[src/rtl/hazard_ctrl_if.sv]
// Hazard-controller bundle: ID/EX hazard sources in, pipeline stall/flush controls and status out.
// The pipeline side drives through master; hazard_ctrl consumes through slave.
interface hazard_ctrl_if #(
  parameter int CNT_WIDTH = 16
);
  logic [4:0]           id_rs1;
  logic [4:0]           id_rs2;
  logic                 id_use_rs1;
  logic                 id_use_rs2;
  logic                 ex_memread;
  logic [4:0]           ex_rd;
  logic                 ex_redirect;

  logic                 pc_stall;
  logic                 ifid_stall;
  logic                 ifid_flush;
  logic                 idex_stall;
  logic                 idex_flush;
  logic [1:0]           state;
  logic [CNT_WIDTH-1:0] stall_count;
  logic [CNT_WIDTH-1:0] flush_count;

  modport master (
    output id_rs1, id_rs2, id_use_rs1, id_use_rs2, ex_memread, ex_rd, ex_redirect,
    input  pc_stall, ifid_stall, ifid_flush, idex_stall, idex_flush,
    input  state, stall_count, flush_count
  );

  modport slave (
    input  id_rs1, id_rs2, id_use_rs1, id_use_rs2, ex_memread, ex_rd, ex_redirect,
    output pc_stall, ifid_stall, ifid_flush, idex_stall, idex_flush,
    output state, stall_count, flush_count
  );
endinterface

[src/rtl/hazard_ctrl.sv]
// Load-use stall and EX-redirect flush controller with a RUN/LU_STALL/FLUSH FSM and
// saturating stall-cycle / redirect-event counters. Controls respond in the same cycle.
module hazard_ctrl #(
  parameter int LOAD_LAT     = 1,
  parameter int FLUSH_CYCLES = 1,
  parameter int CNT_WIDTH    = 16
) (
  input logic          clk,
  input logic          rstn,
  hazard_ctrl_if.slave hz
);

  typedef enum logic [1:0] {
    RUN      = 2'd0,
    LU_STALL = 2'd1,
    FLUSH    = 2'd2
  } state_t;

  localparam int MAX_HOLD  = (LOAD_LAT > FLUSH_CYCLES) ? LOAD_LAT : FLUSH_CYCLES;
  localparam int CW        = $clog2(MAX_HOLD + 1);
  localparam int LU_LOAD   = (LOAD_LAT > 1) ? LOAD_LAT - 2 : 0;
  localparam int FL_LOAD   = (FLUSH_CYCLES > 1) ? FLUSH_CYCLES - 2 : 0;
  localparam logic [CW-1:0] LU_RELOAD = CW'(LU_LOAD);
  localparam logic [CW-1:0] FL_RELOAD = CW'(FL_LOAD);

  state_t               state_q;
  logic [CW-1:0]        cnt_q;
  logic [CNT_WIDTH-1:0] stall_count_q;
  logic [CNT_WIDTH-1:0] flush_count_q;

  logic load_use;
  logic flush_on;
  logic stall_on;

  assign load_use = hz.ex_memread && (hz.ex_rd != 5'd0) &&
                    ((hz.id_use_rs1 && (hz.id_rs1 == hz.ex_rd)) ||
                     (hz.id_use_rs2 && (hz.id_rs2 == hz.ex_rd)));

  // A redirect wins in every state, and flushing masks any stall request.
  assign flush_on = hz.ex_redirect || (state_q == FLUSH);
  assign stall_on = !flush_on && ((state_q == LU_STALL) || load_use);

  assign hz.pc_stall    = stall_on;
  assign hz.ifid_stall  = stall_on;
  assign hz.idex_stall  = stall_on;
  assign hz.ifid_flush  = flush_on;
  assign hz.idex_flush  = flush_on;
  assign hz.state       = state_q;
  assign hz.stall_count = stall_count_q;
  assign hz.flush_count = flush_count_q;

  // NOTE: non-blocking assignments keep every register sampling pre-edge values, so the
  // order of statements below does not change the hardware.
  always_ff @(posedge clk or negedge rstn) begin
    if (!rstn) begin
      state_q       <= RUN;
      cnt_q         <= '0;
      stall_count_q <= '0;
      flush_count_q <= '0;
    end else begin
      if (stall_on && (stall_count_q != '1)) stall_count_q <= stall_count_q + 1'b1;

      if (hz.ex_redirect) begin
        if (flush_count_q != '1) flush_count_q <= flush_count_q + 1'b1;
        if (FLUSH_CYCLES > 1) begin
          state_q <= FLUSH;
          cnt_q   <= FL_RELOAD;
        end else begin
          state_q <= RUN;
          cnt_q   <= '0;
        end
      end else begin
        unique case (state_q)
          RUN: begin
            if (load_use && (LOAD_LAT > 1)) begin
              state_q <= LU_STALL;
              cnt_q   <= LU_RELOAD;
            end
          end
          LU_STALL, FLUSH: begin
            if (cnt_q == '0) state_q <= RUN;
            else             cnt_q   <= cnt_q - 1'b1;
          end
          default: state_q <= RUN;
        endcase
      end
    end
  end

endmodule

[src/flat_wrapper.sv]
// flat-port wrapper written by rule: the top's interface ports become plain ports
module hazard_ctrl_flat 
#(
  parameter int LOAD_LAT     = 1,
  parameter int FLUSH_CYCLES = 1,
  parameter int CNT_WIDTH    = 16
)
  (clk, rstn, hz_id_rs1, hz_id_rs2, hz_id_use_rs1, hz_id_use_rs2, hz_ex_memread, hz_ex_rd, hz_ex_redirect, hz_pc_stall, hz_ifid_stall, hz_ifid_flush, hz_idex_stall, hz_idex_flush, hz_state, hz_stall_count, hz_flush_count);
  hazard_ctrl_if #(.CNT_WIDTH(CNT_WIDTH)) hz_i ();
  input logic clk;
  input logic rstn;
  input wire logic [$bits(hz_i.id_rs1)-1:0] hz_id_rs1;
  input wire logic [$bits(hz_i.id_rs2)-1:0] hz_id_rs2;
  input wire logic [$bits(hz_i.id_use_rs1)-1:0] hz_id_use_rs1;
  input wire logic [$bits(hz_i.id_use_rs2)-1:0] hz_id_use_rs2;
  input wire logic [$bits(hz_i.ex_memread)-1:0] hz_ex_memread;
  input wire logic [$bits(hz_i.ex_rd)-1:0] hz_ex_rd;
  input wire logic [$bits(hz_i.ex_redirect)-1:0] hz_ex_redirect;
  output wire logic [$bits(hz_i.pc_stall)-1:0] hz_pc_stall;
  output wire logic [$bits(hz_i.ifid_stall)-1:0] hz_ifid_stall;
  output wire logic [$bits(hz_i.ifid_flush)-1:0] hz_ifid_flush;
  output wire logic [$bits(hz_i.idex_stall)-1:0] hz_idex_stall;
  output wire logic [$bits(hz_i.idex_flush)-1:0] hz_idex_flush;
  output wire logic [$bits(hz_i.state)-1:0] hz_state;
  output wire logic [$bits(hz_i.stall_count)-1:0] hz_stall_count;
  output wire logic [$bits(hz_i.flush_count)-1:0] hz_flush_count;
  assign hz_i.id_rs1 = hz_id_rs1;
  assign hz_i.id_rs2 = hz_id_rs2;
  assign hz_i.id_use_rs1 = hz_id_use_rs1;
  assign hz_i.id_use_rs2 = hz_id_use_rs2;
  assign hz_i.ex_memread = hz_ex_memread;
  assign hz_i.ex_rd = hz_ex_rd;
  assign hz_i.ex_redirect = hz_ex_redirect;
  assign hz_pc_stall = hz_i.pc_stall;
  assign hz_ifid_stall = hz_i.ifid_stall;
  assign hz_ifid_flush = hz_i.ifid_flush;
  assign hz_idex_stall = hz_i.idex_stall;
  assign hz_idex_flush = hz_i.idex_flush;
  assign hz_state = hz_i.state;
  assign hz_stall_count = hz_i.stall_count;
  assign hz_flush_count = hz_i.flush_count;
  hazard_ctrl #(.LOAD_LAT(LOAD_LAT), .FLUSH_CYCLES(FLUSH_CYCLES), .CNT_WIDTH(CNT_WIDTH)) u_core (.clk(clk), .rstn(rstn), .hz(hz_i));
endmodule
[config.mk]
export PLATFORM = sky130hd
export DESIGN_NAME = hazard_ctrl_flat
export DESIGN_NICKNAME = d
export VERILOG_FILES = /design/src/rtl/hazard_ctrl_if.sv /design/src/rtl/hazard_ctrl.sv /design/src/flat_wrapper.sv
export SDC_FILE = /design/constraint.sdc
export NUM_CORES = 1
export LEC_CHECK = 0
export CAP_MARGIN = 5
export CORE_MARGIN = 4
export CORE_UTILIZATION = 43
export CTS_BUF_LIST = sky130_fd_sc_hd__clkbuf_4
export DETAILED_ROUTE_END_ITERATION = 8
export GPL_TIMING_DRIVEN = 0
export HOLD_SLACK_MARGIN = 0.12
export PLACE_DENSITY = 0.75
export SETUP_SLACK_MARGIN = 0.15
export SLEW_MARGIN = 30
export SYNTH_ARGS = -nofsm -noshare
export SYNTH_HDL_FRONTEND = slang
export SYNTH_SLANG_ARGS = --single-unit
[constraint.sdc]
create_clock -name clk -period 1.61 [get_ports clk]
set_clock_uncertainty 0.2 [all_clocks]
set_input_delay 0.161 -clock clk [delete_from_list [all_inputs] [get_ports clk]]
set_output_delay 0.161 -clock clk [all_outputs]
set_load 0.01 [all_outputs]
-- Word-level counts from Yosys, hierarchy flattened
Cells that the tools add are included.
- flip-flop bits (word level): 35
- bits of input ports: 21
- word-level logic and storage cells: 37
- add/subtract/negate cells: 3
- equal/unequal tests: 8
- mux-type cells: 6
- reduce and logical (&&, ||, !) cells: 16
- operator list (operator ; count):
    adder 16 x 1 -> 16 bit (second input constant) ; 2
    != test 16 bit (second input constant) ; 2
    == test 5 bit ; 2
    logical AND 1 bit ; 6
    nonzero test 5 bit ; 1
    two-way mux 2 bit ; 2
    one-hot mux 2 bit (2 select lines) ; 1
    AND reduction 2 bit ; 2
    logical OR 1 bit ; 3
    two-way mux 1 bit ; 3
    != test 3 bit (second input constant) ; 1
    == test 2 x 1 -> 1 bit (second input constant) ; 1
    == test 2 bit (second input constant) ; 1
    logical NOT 2 bit ; 1
    != test 2 bit (second input constant) ; 1
    nonzero test 2 bit ; 1
    OR reduction 2 bit ; 1
    logical NOT 1 bit ; 1
    subtractor 1 bit (second input constant) ; 1

-- Longest topological paths before layout
Gate-level depths: netlist of the first run.
- word-level depth: 7
- depth in mapped cells: 7

-- Worst setup path after synthesis of the first run
Ideal clock, no wire load.
- kind: register to register
- start: register u_core.stall_count_q[6], in the netlist u_core.hz.stall_count[6]
- end: register u_core.stall_count_q[1], in the netlist u_core.hz.stall_count[1]
- setup time: 125 ps
- arrival time: 1467 ps
- required time: 1285 ps
- path slack: -182 ps
- stages on the path, launching flop included: 6
- clock period less this slack: 1792 ps
- path through: dfrtp_1 -> nand4_1 -> nor4_2 -> a21oi_2 -> nand2_1 -> mux2_2
- cells in the longest elaborated chain, start to end: 2
- ends and longest elaborated chain (what ; RTL line ; RTL):
    start, declared ; hazard_ctrl.sv:28 ; logic [CNT_WIDTH-1:0] stall_count_q;
    start signal, assigned ; hazard_ctrl.sv:61 ; if (stall_on && (stall_count_q != '1)) stall_count_q <= stall_count_q + 1'b1;
    != test 16 bit ; hazard_ctrl.sv:61 ;
    logical AND 1 bit ; hazard_ctrl.sv:61 ;
No other way between the ends.
A chain may end at the register's enable or synchronous reset.

-- Worst setup path after layout of the first run
- start: register u_core.stall_count_q[9], in the netlist u_core.hz.stall_count[9]
- end: register u_core.stall_count_q[1], in the netlist u_core.hz.stall_count[1]
The elaborated chain is that of the path after synthesis.

==> results of run 1 <==
==> cell usage in the layout (no fill, tap or decap), drive strengths merged, types with 6 or more instances in the layout <==
cell	Yosys	final
and3	6	6
buf	8	89
clkbuf	1	17
clkdlybuf4s15	0	7
dfrtp	32	32
dlygate4sd2	0	18
nand2	17	17
nand3	20	20
nand4	11	11
nor2	6	6
xnor2	32	32
==> cell type report <==
cell class | count | area (µm²) | share of cell area
clock inverter | 2 | 7.51 | 0.00234
multi-input combinational | 129 | 1160 | 0.360
buffer | 9 | 88.8 | 0.0276
timing repair buffer | 126 | 1040 | 0.325
tap | 50 | 62.6 | 0.0195
sequential | 32 | 810 | 0.252
clock buffer | 6 | 45.0 | 0.0140
==> layer usage <==
metal | global-route usage | share of wire
met3 | 0.0358 | 0.056
met1 | 0.242 | 0.40
met2 | 0.349 | 0.53
met4 | 0.0738 | 0.019
met5 | 0 | 0
==> critical path: stages, from the launching register on <==
cell,delay (ns)
dfrtp_1,0.43
nand4_1,0.22
nor4_4,0.41
a21oi_2,0.15
nand2_2,0.10
mux2_4,0.30
==> flip-flops by register name (all words and copies together), names as in the netlist <==
| name | count |
|---|---|
| u_core.hz.flush_count | 16 |
| u_core.hz.stall_count | 16 |
==> kinds of logic after synthesis <==
group                      count (synthesis)
buffers and inverters                      9
AOI/OAI and AO/OA                          9
other                                      1
and+or+nand+nor                           77
muxes                                      6
DFF                                       32
xor gates and xnor gates                  33
adders and majority gates                  2
==> path summary, 6_finish.rpt <==
check | slack [ns] | to | start | depth (start not counted)
min reg2reg | 0.33 | u_core.hz.stall_count[15]$_DFFE_PN0P_ | u_core.hz.stall_count[15]$_DFFE_PN0P_ | 1
max | -0.30 | u_core.hz.stall_count[1]$_DFFE_PN0P_ | u_core.hz.stall_count[9]$_DFFE_PN0P_ | 5
min | 0.15 | u_core.hz.flush_count[8]$_DFFE_PN0P_ | hz_ex_redirect | 4
min in group asynchronous | 0.57 | u_core.hz.flush_count[6]$_DFFE_PN0P_ | rstn | 3
max reg2reg | -0.30 | u_core.hz.stall_count[1]$_DFFE_PN0P_ | u_core.hz.stall_count[9]$_DFFE_PN0P_ | 5
max in group asynchronous | 0.32 | u_core.hz.stall_count[7]$_DFFE_PN0P_ | rstn | 4
==> power by group through the flow <==
stage                     combinational, mW  sequential [mW]  clock (mW)
after floorplan                       0.253             1.09           0
after global placement                0.617             1.06           0
after detailed placement              0.633             1.06           0
after CTS                             0.942            0.989       0.474
after global routing                   1.21             1.01       0.517
final                                  1.13             1.00       0.468
==> metrics by stage <==
stage | instance area, µm² | TNS, ns | hold slack [ns] | instances | power (mW)
after floorplan | 1860 | -0.995 | -0.335 | 170 | 1.34
after global placement | 2500 | -30.67 | 0.288 | 277 | 1.67
after detailed placement | 2510 | -15.61 | -0.186 | 278 | 1.70
after CTS | 3000 | -2.69 | 0.151 | 332 | 2.41
after global routing | 3210 | -7.83 | 0.162 | 354 | 2.74
final | 3210 | -5.71 | 0.154 | 354 | 2.60
==> repair_timing <==
action / in CTS / in global routing
pin swaps: 44 / 29
hold buffers: 3 / 1
cloned: 0 / 0
hold endpoints to repair: 32 / 2
endpoints found under the setup margin: 68 / 53
gates resized for setup: 130 / 46
setup buffers: 43 / 21
==> results.cfg, run 1 <==
[logic_synthesis]
synth-simple-area-share = 0.263
syn_area_um2 = 1810
synth_top_area_frac = 0.444
synth_top_family_by_area = simple AND/OR/NAND/NOR gates
yosys.area.top_type = dfrtp_1
synth-compound-area-share = 0.0430
ys_ff_latch = 32
synth_cell_types = 35
synth_ff_type = dfrtp_1
synth_xor_area_frac = 0.160
synth_fa_ha_area_frac = 0.0139
synth-edff-count = 0
synth_mux_area_frac = 0.0367
avgSynthCellArea_um2 = 10.7
yosys-top-cells-count = dfrtp_1, xnor2_1, nand2_1, nand3_1, nand4_1
async_flop_share = 1.00
synthCells = 169
seq_area_frac_synth = 0.444
synth_warnings = 0
yosys-top-cells-area = dfrtp_1, xnor2_1, nand3_2

[status]
violations = negative setup slack
status = complete, but fails checks

[die]
core_um2 = 4030
dieArea_um2 = 5300
start_util = 0.448
die_height_um = 72.8
num_rows = 23
boundaryPins = 60
die_w_um = 72.8

[global_route]
grt_first_pass_wirelength_mm = 8.19
grt.total_usage = 0.199
grt_max_degree = 27
overflow = 0
grt_antenna_before_repair = 0
grt_pass1_vias = 1758

[critical_path]
crit_required_ns = 1.64
crit_arrival_ns = 1.94
crit_type = reg -> reg
crit_path_end_kind = flip-flop
crit_fanout = 4
critPathLaunchType = flip-flop

[routing]
via_per_inst = 5.21
drtPass1Iterations = 4
drt-total-wl_mm = 5.57
vias = 1845
drt_iter0_drc = 80
ant_nets = 0
drc = 0
wl_per_cell_um = 15.7

[sta]
fin_crit_sh = 1.18
fmax_ghz = 0.525
finalHoldViolCount = 0
setup_viol = 33
maxSlewViolCount = 0
rsz0062_at_grt = yes
period_minus_slack_ns = 1.91
fin_ws_ns = -0.296

[pwr]
power.clock.fraction = 0.180
peakVddDrop_v = 0.000460
power.internal_mw = 1.76
comb_power_share = 0.434
power.switching_uw = 831
seqPwrFrac = 0.386
p_leak_nw = 1.54
switching_share = 0.320
powerDensity_nw_per_um2 = 808

[clocking]
cts_tree = built
clk_latency_ns = 0.33
htree_levels = 2
clk_pin_slew_worst_paths_ns = 0.11
cts_sinks = 32
cts_buffers = 5
clockBufferDepth = 2
cts_root_buffer = clkbuf_4

[final_layout]
fin_util = 0.798
num_antenna_cells = 0
final_net_count = 326
drive_gt1_frac = 0.536
nFillCells = 264
areaGrowthSynthToFinish_pct = 78.0

[placed_design]
numPortBuffers = 57
place.gp.congestion = 0.746
place_hpwl_mm = 3.01
dp_slack_ns = -1.19

[hold_path]
min_path_type = in -> reg

[job]
maxCapViolations = 0
Power figures use the tool's default switching activity.
==> run 2: changes to the inputs <==
MAX_ROUTING_LAYER = met4   (was unset)
==> results.cfg, run 2 (same netlist as run 1, synthesis figures left out) <==
[critical_path]
crit_arrival_ns = 1.93
crit_type = reg -> reg
crit_fanout = 4
crit_required_ns = 1.64
r2r_slack_ns = -0.29
ff2ff_path_depth = 5
crit_path_end_kind = flip-flop
critPathLaunchType = flip-flop
cp_slowest_stage_delay_ns = 0.43
crit_slowest_cell = dfrtp_1
r2r-end = u_core.hz.stall_count[1]$_DFFE_PN0P_
r2r_start = u_core.hz.stall_count[9]$_DFFE_PN0P_
crit_chain = nand4_1 -> nor4_4 -> a21oi_2 -> nand2_2 -> mux2_4

[routing]
ant_nets = 0
drtPass1Iterations = 4
wl_per_cell_um = 15.7
drt-total-wl_mm = 5.56
vias = 1823
drc = 0
drt_iter0_drc = 64
via_per_inst = 5.15

[sta]
rsz0062_at_grt = yes
period_minus_slack_ns = 1.90
finalHoldViolCount = 0
hold-worst-slack_ns = 0.153
fmax_ghz = 0.527
setup_viol = 33
maxSlewViolCount = 0
fin_ws_ns = -0.289
fin_crit_sh = 1.18
tns_ns = -5.64

[global_route]
grt_antenna_before_repair = 0
grt_first_pass_wirelength_mm = 8.18
grt_pass1_vias = 1759
grt_max_degree = 27
overflow = 0
grt.total_usage = 0.204

[final_layout]
final_common_cell = buf_4
drive_gt1_frac = 0.536
num_antenna_cells = 0
fin_util = 0.798
final_cell_mix = buf_4, xnor2_1, dfrtp_1
nFillCells = 264
final_net_count = 326
areaGrowthSynthToFinish_pct = 78.0

[job]
maxCapViolations = 0

[placed_design]
numPortBuffers = 57
place.gp.congestion = 0.755
place_hpwl_mm = 3.01

[status]
status = complete, but fails checks
violations = negative setup slack

[hold_path]
min_path_type = in -> reg
min_to = u_core.hz.flush_count[8]$_DFFE_PN0P_
min-delay-start = hz_ex_redirect
hold-path-cell-count = 4

[clocking]
clk_pin_slew_worst_paths_ns = 0.11
htree_levels = 2
clk_latency_ns = 0.33
cts_root_buffer = clkbuf_4
clockBufferDepth = 2
cts_sinks = 32
cts_buffers = 5
cts_tree = built

[die]
boundaryPins = 60
dieArea_um2 = 5300
start_util = 0.448
core_um2 = 4030
num_rows = 23
die_w_um = 72.8
die_height_um = 72.8

[pwr]
seqPwrFrac = 0.386
switching_share = 0.320
p_leak_nw = 1.54
power.internal_mw = 1.76
peakVddDrop_v = 0.000459
powerDensity_nw_per_um2 = 807
comb_power_share = 0.434
power.switching_uw = 831
power.clock.fraction = 0.181
run 2: cell counts in the layout (fill, tap and decap cells not counted):
Identical to the previous run, type by type.
run 2: repair_timing:
| action | CTS | global route |
|---|---|---|
| pin swaps | 44 | 29 |
| hold buffers | 3 | 1 |
| setup endpoints to repair | 68 | 53 |
| gates resized for setup | 130 | 46 |
| hold endpoints to repair | 32 | 2 |
| setup buffers | 43 | 21 |
run 2: metal layers:
layer  share of wire  up-vias  GRT usage
met1            0.41      892      0.241
met3           0.052       10     0.0358
li1                -      850          -
met2            0.52       71      0.349
met5               0        -          -
met4           0.017        0     0.0738
run 2: area by class of cell:
type,instances,area (µm²),area share
buffer,9,88.8,0.0276
sequential,32,810,0.252
timing repair buffer,126,1040,0.325
multi-input combinational,129,1160,0.360
clock inverter,2,7.51,0.00234
clock buffer,6,45.0,0.0140
tap,50,62.6,0.0195
run 2: power groups by stage:
stage | clock network, mW | logic [mW] | registers (mW)
final | 0.469 | 1.12 | 1.00
after CTS | 0.474 | 0.942 | 0.989
after detailed placement | 0 | 0.633 | 1.06
after global placement | 0 | 0.617 | 1.06
after global routing | 0.517 | 1.21 | 1.01
after floorplan | 0 | 0.253 | 1.09
run 2: per-stage QoR:
step | total power [mW] | cells | worst slack (ns) | instance area, µm²
CTS | 2.41 | 332 | -0.198 | 3000
detailed placement | 1.70 | 278 | -1.19 | 2510
global placement | 1.67 | 277 | -1.17 | 2500
floorplan | 1.34 | 170 | -0.157 | 1860
finish | 2.59 | 354 | -0.289 | 3210
global route | 2.74 | 354 | -0.348 | 3210
run 2: how the worst max path moves through the flow:
stage / start / endpoint / slack [ns] / cells past startpoint
after global placement: hz_ex_rd[1] / hz_ifid_stall / -1.17 / 8
final: u_core.hz.stall_count[9]$_DFFE_PN0P_ / u_core.hz.stall_count[1]$_DFFE_PN0P_ / -0.29 / 5
after detailed placement: hz_ex_rd[1] / hz_ifid_stall / -1.19 / 8
after global routing: u_core.hz.stall_count[9]$_DFFE_PN0P_ / u_core.hz.stall_count[1]$_DFFE_PN0P_ / -0.35 / 5
after floorplan: u_core.hz.stall_count[8]$_DFFE_PN0P_ / u_core.hz.stall_count[1]$_DFFE_PN0P_ / -0.16 / 5
after CTS: u_core.hz.stall_count[0]$_DFFE_PN0P_ / u_core.hz.stall_count[1]$_DFFE_PN0P_ / -0.20 / 6
run 2: critical path, delay by kind of cell (launching register included):
kind	cells	cell delay [ns]
mux	1	0.30
simple gates	3	0.73
flops	1	0.43
compound gates	1	0.15
